`config.mk`:
```
export PLATFORM = sky130hd
export DESIGN_NAME = vend_ctrl
export DESIGN_NICKNAME = d
export VERILOG_FILES = /design/src/rtl/vend_pkg.sv /design/src/rtl/vend_stock_bank.sv /design/src/rtl/vend_ctrl.sv
export SDC_FILE = /design/constraint.sdc
export NUM_CORES = 1
export LEC_CHECK = 0
export ABC_AREA = 1
export CAP_MARGIN = 20
export CORE_UTILIZATION = 55
export DETAILED_ROUTE_END_ITERATION = 6
export PLACE_DENSITY_LB_ADDON = 0.05
export SYNTH_ARGS = -nofsm -noshare
export SYNTH_HDL_FRONTEND = slang
export SYNTH_HIERARCHICAL = 1
export SYNTH_SLANG_ARGS = --single-unit
```
`constraint.sdc`:
```
create_clock -name clk -period 4.8 [get_ports clk]
set_clock_uncertainty 0.2 [all_clocks]
set_input_delay 0.96 -clock clk [delete_from_list [all_inputs] [get_ports clk]]
set_output_delay 0.96 -clock clk [all_outputs]
set_load 0.05 [all_outputs]
```
`src/rtl/vend_pkg.sv`:
```
// Shared types and coin decoding for the multi-item vending controller.
// Coin values are passed in so each controller instance can set its own denominations.
package vend_pkg;

  typedef enum logic [1:0] {
    ST_IDLE   = 2'd0,
    ST_CREDIT = 2'd1,
    ST_VEND   = 2'd2,
    ST_CHANGE = 2'd3
  } vend_state_t;

  localparam logic [1:0] COIN_NONE   = 2'b00;
  localparam logic [1:0] COIN_A_CODE = 2'b01;
  localparam logic [1:0] COIN_B_CODE = 2'b10;
  localparam logic [1:0] COIN_C_CODE = 2'b11;

  function automatic int unsigned coin_value(input logic [1:0] code,
                                             input int unsigned val_a,
                                             input int unsigned val_b,
                                             input int unsigned val_c);
    int unsigned v;
    case (code)
      COIN_A_CODE: v = val_a;
      COIN_B_CODE: v = val_b;
      COIN_C_CODE: v = val_c;
      default:     v = 0;
    endcase
    return v;
  endfunction

endpackage

```
`src/rtl/vend_stock_bank.sv`:
```
// Per-item stock counters, reloaded only by reset, with an empty flag per channel.
// The empty vector is padded to a power of two so out-of-range indices read as empty.
module vend_stock_bank
  import vend_pkg::*;
#(
  parameter int NUM_ITEMS  = 4,
  parameter int STOCK_W    = 4,
  parameter int STOCK_INIT = 2,
  parameter int IDX_W      = 2
) (
  input  logic                  clk,
  input  logic                  rst_n,
  input  logic                  dec,
  input  logic [IDX_W-1:0]      dec_idx,
  output logic [2**IDX_W-1:0]   empty
);

  genvar gi;
  generate
    for (gi = 0; gi < 2**IDX_W; gi++) begin : g_item
      if (gi < NUM_ITEMS) begin : g_cnt
        logic [STOCK_W-1:0] cnt_reg;

        always_ff @(posedge clk or negedge rst_n) begin
          if (!rst_n) begin
            cnt_reg <= STOCK_W'(STOCK_INIT);
          end else if (dec && (dec_idx == IDX_W'(gi)) && (cnt_reg != '0)) begin
            cnt_reg <= cnt_reg - 1'b1;
          end
        end

        assign empty[gi] = (cnt_reg == '0);
      end else begin : g_pad
        assign empty[gi] = 1'b1;
      end
    end
  endgenerate

endmodule

```
`src/rtl/vend_ctrl.sv`:
```
// Multi-item vending controller: credit accumulation, common-price vend,
// serial change in COIN_A units and cancel/refund, all outputs registered.
module vend_ctrl
  import vend_pkg::*;
#(
  parameter int          CREDIT_W   = 8,
  parameter int unsigned COIN_A     = 5,
  parameter int unsigned COIN_B     = 10,
  parameter int unsigned COIN_C     = 25,
  parameter int unsigned PRICE      = 15,
  parameter int          NUM_ITEMS  = 4,
  parameter int          STOCK_W    = 4,
  parameter int          STOCK_INIT = 2
) (
  input  logic                         clk,
  input  logic                         rst_n,
  input  logic [1:0]                   d_in,
  input  logic                         sel_valid,
  input  logic [$clog2(NUM_ITEMS)-1:0] sel_item,
  input  logic                         cancel,
  output logic [CREDIT_W-1:0]          credit,
  output logic                         vend,
  output logic [$clog2(NUM_ITEMS)-1:0] vend_item,
  output logic                         change_pulse,
  output logic                         coin_reject,
  output logic                         sold_out,
  output logic                         busy
);

  localparam int                 IDX_W      = $clog2(NUM_ITEMS);
  localparam int unsigned        CREDIT_MAX = (2**CREDIT_W) - 1;
  localparam logic [CREDIT_W-1:0] PRICE_C   = CREDIT_W'(PRICE);
  localparam logic [CREDIT_W-1:0] COIN_A_C  = CREDIT_W'(COIN_A);

  // Change is paid only in COIN_A units, so every other amount must divide evenly.
  generate
    if (NUM_ITEMS < 2 || COIN_A == 0 || (COIN_B % COIN_A) != 0 ||
        (COIN_C % COIN_A) != 0 || (PRICE % COIN_A) != 0 || PRICE > CREDIT_MAX) begin : g_bad_params
      $fatal(1, "vend_ctrl: invalid coin/price/item parameters");
    end
  endgenerate

  vend_state_t          state_reg;
  logic [CREDIT_W-1:0]  credit_reg;
  logic                 vend_reg;
  logic [IDX_W-1:0]     vend_item_reg;
  logic                 change_reg;
  logic                 coin_reject_reg;
  logic                 sold_out_reg;
  logic                 busy_reg;

  logic [2**IDX_W-1:0]  empty;
  logic [CREDIT_W-1:0]  coin_val;
  logic [CREDIT_W:0]    coin_sum;
  logic                 accepting;
  logic                 cancel_acc;
  logic                 sel_try;
  logic                 sel_empty;
  logic                 sel_sold;
  logic                 sel_ok;
  logic                 coin_present;
  logic                 coin_acc;

  vend_stock_bank #(
    .NUM_ITEMS  (NUM_ITEMS),
    .STOCK_W    (STOCK_W),
    .STOCK_INIT (STOCK_INIT),
    .IDX_W      (IDX_W)
  ) u_stock (
    .clk     (clk),
    .rst_n   (rst_n),
    .dec     (sel_ok),
    .dec_idx (sel_item),
    .empty   (empty)
  );

  // Priority cancel > selection > coin; a coin only lands when nothing above it acted.
  always_comb begin
    coin_val     = CREDIT_W'(coin_value(d_in, COIN_A, COIN_B, COIN_C));
    coin_sum     = {1'b0, credit_reg} + {1'b0, coin_val};
    accepting    = (state_reg == ST_IDLE) || (state_reg == ST_CREDIT);
    cancel_acc   = cancel && (state_reg == ST_CREDIT);
    sel_try      = accepting && sel_valid && !cancel_acc;
    sel_empty    = empty[sel_item];
    sel_sold     = sel_try && sel_empty;
    sel_ok       = sel_try && !sel_empty && (credit_reg >= PRICE_C);
    coin_present = (d_in != COIN_NONE);
    coin_acc     = coin_present && accepting && !cancel_acc && !sel_ok && !coin_sum[CREDIT_W];
  end

  always_ff @(posedge clk or negedge rst_n) begin
    if (!rst_n) begin
      state_reg       <= ST_IDLE;
      credit_reg      <= '0;
      vend_reg        <= 1'b0;
      vend_item_reg   <= '0;
      change_reg      <= 1'b0;
      coin_reject_reg <= 1'b0;
      sold_out_reg    <= 1'b0;
      busy_reg        <= 1'b0;
    end else begin
      vend_reg        <= 1'b0;
      change_reg      <= 1'b0;
      coin_reject_reg <= coin_present && !coin_acc;
      sold_out_reg    <= sel_sold;

      case (state_reg)
        ST_IDLE, ST_CREDIT: begin
          if (cancel_acc) begin
            // First refund pulse goes out on the same edge that enters CHANGE.
            state_reg  <= ST_CHANGE;
            busy_reg   <= 1'b1;
            change_reg <= 1'b1;
            credit_reg <= credit_reg - COIN_A_C;
          end else if (sel_ok) begin
            state_reg     <= ST_VEND;
            busy_reg      <= 1'b1;
            vend_reg      <= 1'b1;
            vend_item_reg <= sel_item;
            credit_reg    <= credit_reg - PRICE_C;
          end else if (coin_acc) begin
            state_reg  <= ST_CREDIT;
            credit_reg <= coin_sum[CREDIT_W-1:0];
          end
        end

        ST_VEND: begin
          if (credit_reg != '0) begin
            state_reg  <= ST_CHANGE;
            change_reg <= 1'b1;
            credit_reg <= credit_reg - COIN_A_C;
          end else begin
            state_reg <= ST_IDLE;
            busy_reg  <= 1'b0;
          end
        end

        ST_CHANGE: begin
          if (credit_reg == '0) begin
            state_reg <= ST_IDLE;
            busy_reg  <= 1'b0;
          end else begin
            change_reg <= 1'b1;
            credit_reg <= credit_reg - COIN_A_C;
          end
        end

        default: begin
          state_reg <= ST_IDLE;
          busy_reg  <= 1'b0;
        end
      endcase
    end
  end

  assign credit       = credit_reg;
  assign vend         = vend_reg;
  assign vend_item    = vend_item_reg;
  assign change_pulse = change_reg;
  assign coin_reject  = coin_reject_reg;
  assign sold_out     = sold_out_reg;
  assign busy         = busy_reg;

endmodule

```
==> flow_metrics.tcl <==
set metrics [dict create \
    status "completed" \
    cts.clk_slew.worst_paths_ns 0.07 \
    via_count 2348 \
    ant_nets 0 \
    post-route-min-period_ns 3.16 \
    syn_nets 399 \
    synth_top_cell_area_share_pct 29.1 \
    worst_ep_required_time_ns 4.78 \
    die_area_um2 4800 \
    drt_iter0_drc 122 \
    ys_seq_elements 33 \
    ctsResizeCount 0 \
    fin_setup_tns_ns 0 \
    cp_cell_sequence "clkdlybuf4s50_1 > inv_1 > nor2_1 > inv_1 > fa_1 > inv_1 > nand3_1 > nand2_1 > nand2_1 > nand3_1 > nand3_2 > nand2_4 > inv_1 > nand2_1 > nand2_1" \
    start_util_pct 57.2 \
    rows 24 \
    layout_setup_ws_ns 1.64 \
    cts_root_buf "clkbuf_8" \
    worst-path-max-fanout 13 \
    post-route-drc-count 0 \
    vias_per_cell 5.18 \
    place.gp.congestion 0.943 \
    cp_slowest_cell "clkdlybuf4s50_1" \
    synth_cells 378 \
    worstPathArrival_ns 3.14 \
    cts_sinks 33 \
    slowest_delay_ns 0.53 \
    startpoint_type "input port" \
    place_ws_ns 1.35 \
    num_io_pins 23 \
    syn_to_final_growth_pct 13.1 \
    antenna_found_initial 0 \
    hold_buffers 0 \
    port_buffers 22 \
    die_w_um 69.3 \
    whs_ns 0.273 \
    switchingPower_uw 122 \
    tritoncts "built" \
    period_share_pct 65.8 \
    ys_warn_count 6 \
    fin_util_pct 64.7 \
    maxSlewHeadroom_pct 66.7 \
    p_int_uw 408 \
    grt_pass1_vias 2249 \
    synth-edff-count 0 \
    synth_area_um2 2490 \
    critPathCaptureType "flop" \
    synth_area_per_cell_um2 6.59 \
    pwr-share-comb_pct 6.6 \
    fill_cells 413 \
    swShare_pct 23.0 \
    crit_buf_inv 5 \
    synth.most_common_cell "nand2_1" \
    layout-drive-gt1-share_pct 9.73 \
    ir_worst_vdd_mv 0.160 \
    clk_path_buf_depth 2 \
    drv_cap 0 \
    htree_num_levels 2 \
    synth_commonest_cells "146 x nand2_1, 54 x inv_1, 36 x nand3_1, 29 x dfrtp_1, 27 x nor2_1" \
    post-cts-setup-buffers 0 \
    p_per_area_nw_per_um2 188 \
    hold_viol_final 0 \
    post-synth-top-area-cell "dfrtp_1" \
    largest_reg_flops 16 \
    grt_max_degree 34 \
    ys.flop_type "dfrtp_1" \
    yosys-top-cells-area "dfrtp_1 29%, nand2_1 22%, inv_1 8.1%" \
    grt_util_all_layers_pct 25.2 \
    ys_types 35 \
    fmax_mhz 317 \
    wl_per_cell_um 12.2 \
    insertion_delay_ns 0.28 \
    nets 421 \
    p_leak_uw 0.00152 \
    hp-class "flop to flop" \
    hpwl_mm 4.21 \
    grt_pass1_wl_mm 9.74 \
    fp.dieH_um 69.3 \
    numCtsBuffers 5 \
    finalSetupViolCount 0 \
    grt.overflow.total 0 \
    rsz0062_at_grt "no" \
    tightest_slew_ns 0.497 \
    core_um2 4350 \
    worstSetupPathType "input port to flop" \
    cp_top_family "simple AND/OR/NAND/NOR gates" \
    ys_seq_area_share_pct 33.3 \
    drv_slew 0 \
    totalWireLength_mm 5.54 \
    num_antenna_cells 0 \
    seqPwrFrac_pct 52.6 \
    clkPwrFrac_pct 40.8 \
    ys_async_sr_fraction_pct 100 \
    drtPass1Iterations 4 \
]
[cells by family (layout without fill, tap and decap cells)]
family | count (synthesis) | after routing | synth area share (%)
fa+ha+maj | 13 | 13 | 6.83
compound gates | 28 | 28 | 6.28
xor+xnor | 2 | 2 | 0.703
buf+inv | 68 | 91 | 11.4
flops | 33 | 33 | 33.3
simple gates | 234 | 234 | 41.4
[power groups by stage]
| stage | registers, uW | logic [uW] | clock network, uW |
|---|---|---|---|
| 5_1_grt | 279 | 39.9 | 235 |
| 4_1_cts | 279 | 35.6 | 223 |
| 2_1_floorplan | 285 | 15.6 | 0 |
| 6_report | 279 | 35.1 | 217 |
| 3_5_place_dp | 284 | 35.4 | 0 |
| 3_3_place_gp | 284 | 35.2 | 0 |
[metal layers]
layer | vias up | routed length (um) | share of wire, % | GRT usage [%]
met2 | 62 | 2710 | 49 | 42.3
li1 | 1217 | - | - | -
met3 | 9 | 297 | 5.4 | 4.36
met1 | 1060 | 2430 | 44 | 32.1
met5 | - | 0 | 0 | 0
met4 | 0 | 100 | 1.8 | 10.7
[stage by stage]
stage               instances  total power [uW]  area, um2
finish                    453               530       2820
floorplan                 378               301       2490
global placement          445               319       2730
CTS                       453               538       2820
global route              453               554       2820
detailed placement        445               319       2730
[cells in the final DEF, fill, tap and decap left out, types with 2 or more instances in the layout]
master / n
inv_2: 4
clkbuf_8: 6
nand2_4: 2
o21ai_2: 2
nor2_1: 27
o21ai_0: 12
a21oi_1: 6
nor2_2: 5
inv_1: 54
or2_2: 3
clkbuf_1: 2
nand2_1: 146
nand3b_1: 2
nand4_1: 3
clkdlybuf4s50_1: 22
nand3_1: 36
dfstp_2: 4
nand3_2: 5
dfrtp_1: 29
nand2_2: 2
o21ai_1: 4
ha_1: 12
[worst paths after layout]
check                           depth (start not counted)                                 end  slack, ns                                from
worst max-delay path                                   15                           credit[1]       1.64                             d_in[1]
worst min-delay path                                    2  u_stock/g_item[0].g_cnt.cnt_reg[0]       0.27  u_stock/g_item[0].g_cnt.cnt_reg[0]
worst max register to register                         15  u_stock/g_item[2].g_cnt.cnt_reg[3]       2.24  u_stock/g_item[2].g_cnt.cnt_reg[1]
worst min register to register                          2  u_stock/g_item[0].g_cnt.cnt_reg[0]       0.27  u_stock/g_item[0].g_cnt.cnt_reg[0]
max in group asynchronous                               2  u_stock/g_item[3].g_cnt.cnt_reg[1]       3.18                               rst_n
min in group asynchronous                               2  u_stock/g_item[0].g_cnt.cnt_reg[2]       0.88                               rst_n
[worst register-to-register path: stages, from the launching register on]
cell	delay (ns)
dfstp_2	0.54
inv_1	0.04
ha_1	0.16
inv_1	0.06
nor2_1	0.07
nand2_1	0.08
inv_1	0.06
nand2_1	0.08
nand3_2	0.08
nand2_4	0.12
nand3_4	0.19
inv_1	0.23
nand3_1	0.21
a21oi_2	0.24
nand2_1	0.09
nand2_1	0.06
[layout make-up]
| class | count | area [um2] | share of cell area, % |
|---|---|---|---|
| Tap cell | 52 | 65.1 | 2.31 |
| Sequential cell | 33 | 831 | 29.5 |
| Timing Repair Buffer | 23 | 228 | 8.08 |
| Inverter | 60 | 229 | 8.12 |
| Clock buffer | 8 | 90.1 | 3.20 |
| Multi-Input combinational cell | 277 | 1380 | 48.8 |
(Power assumes the default switching activity.)
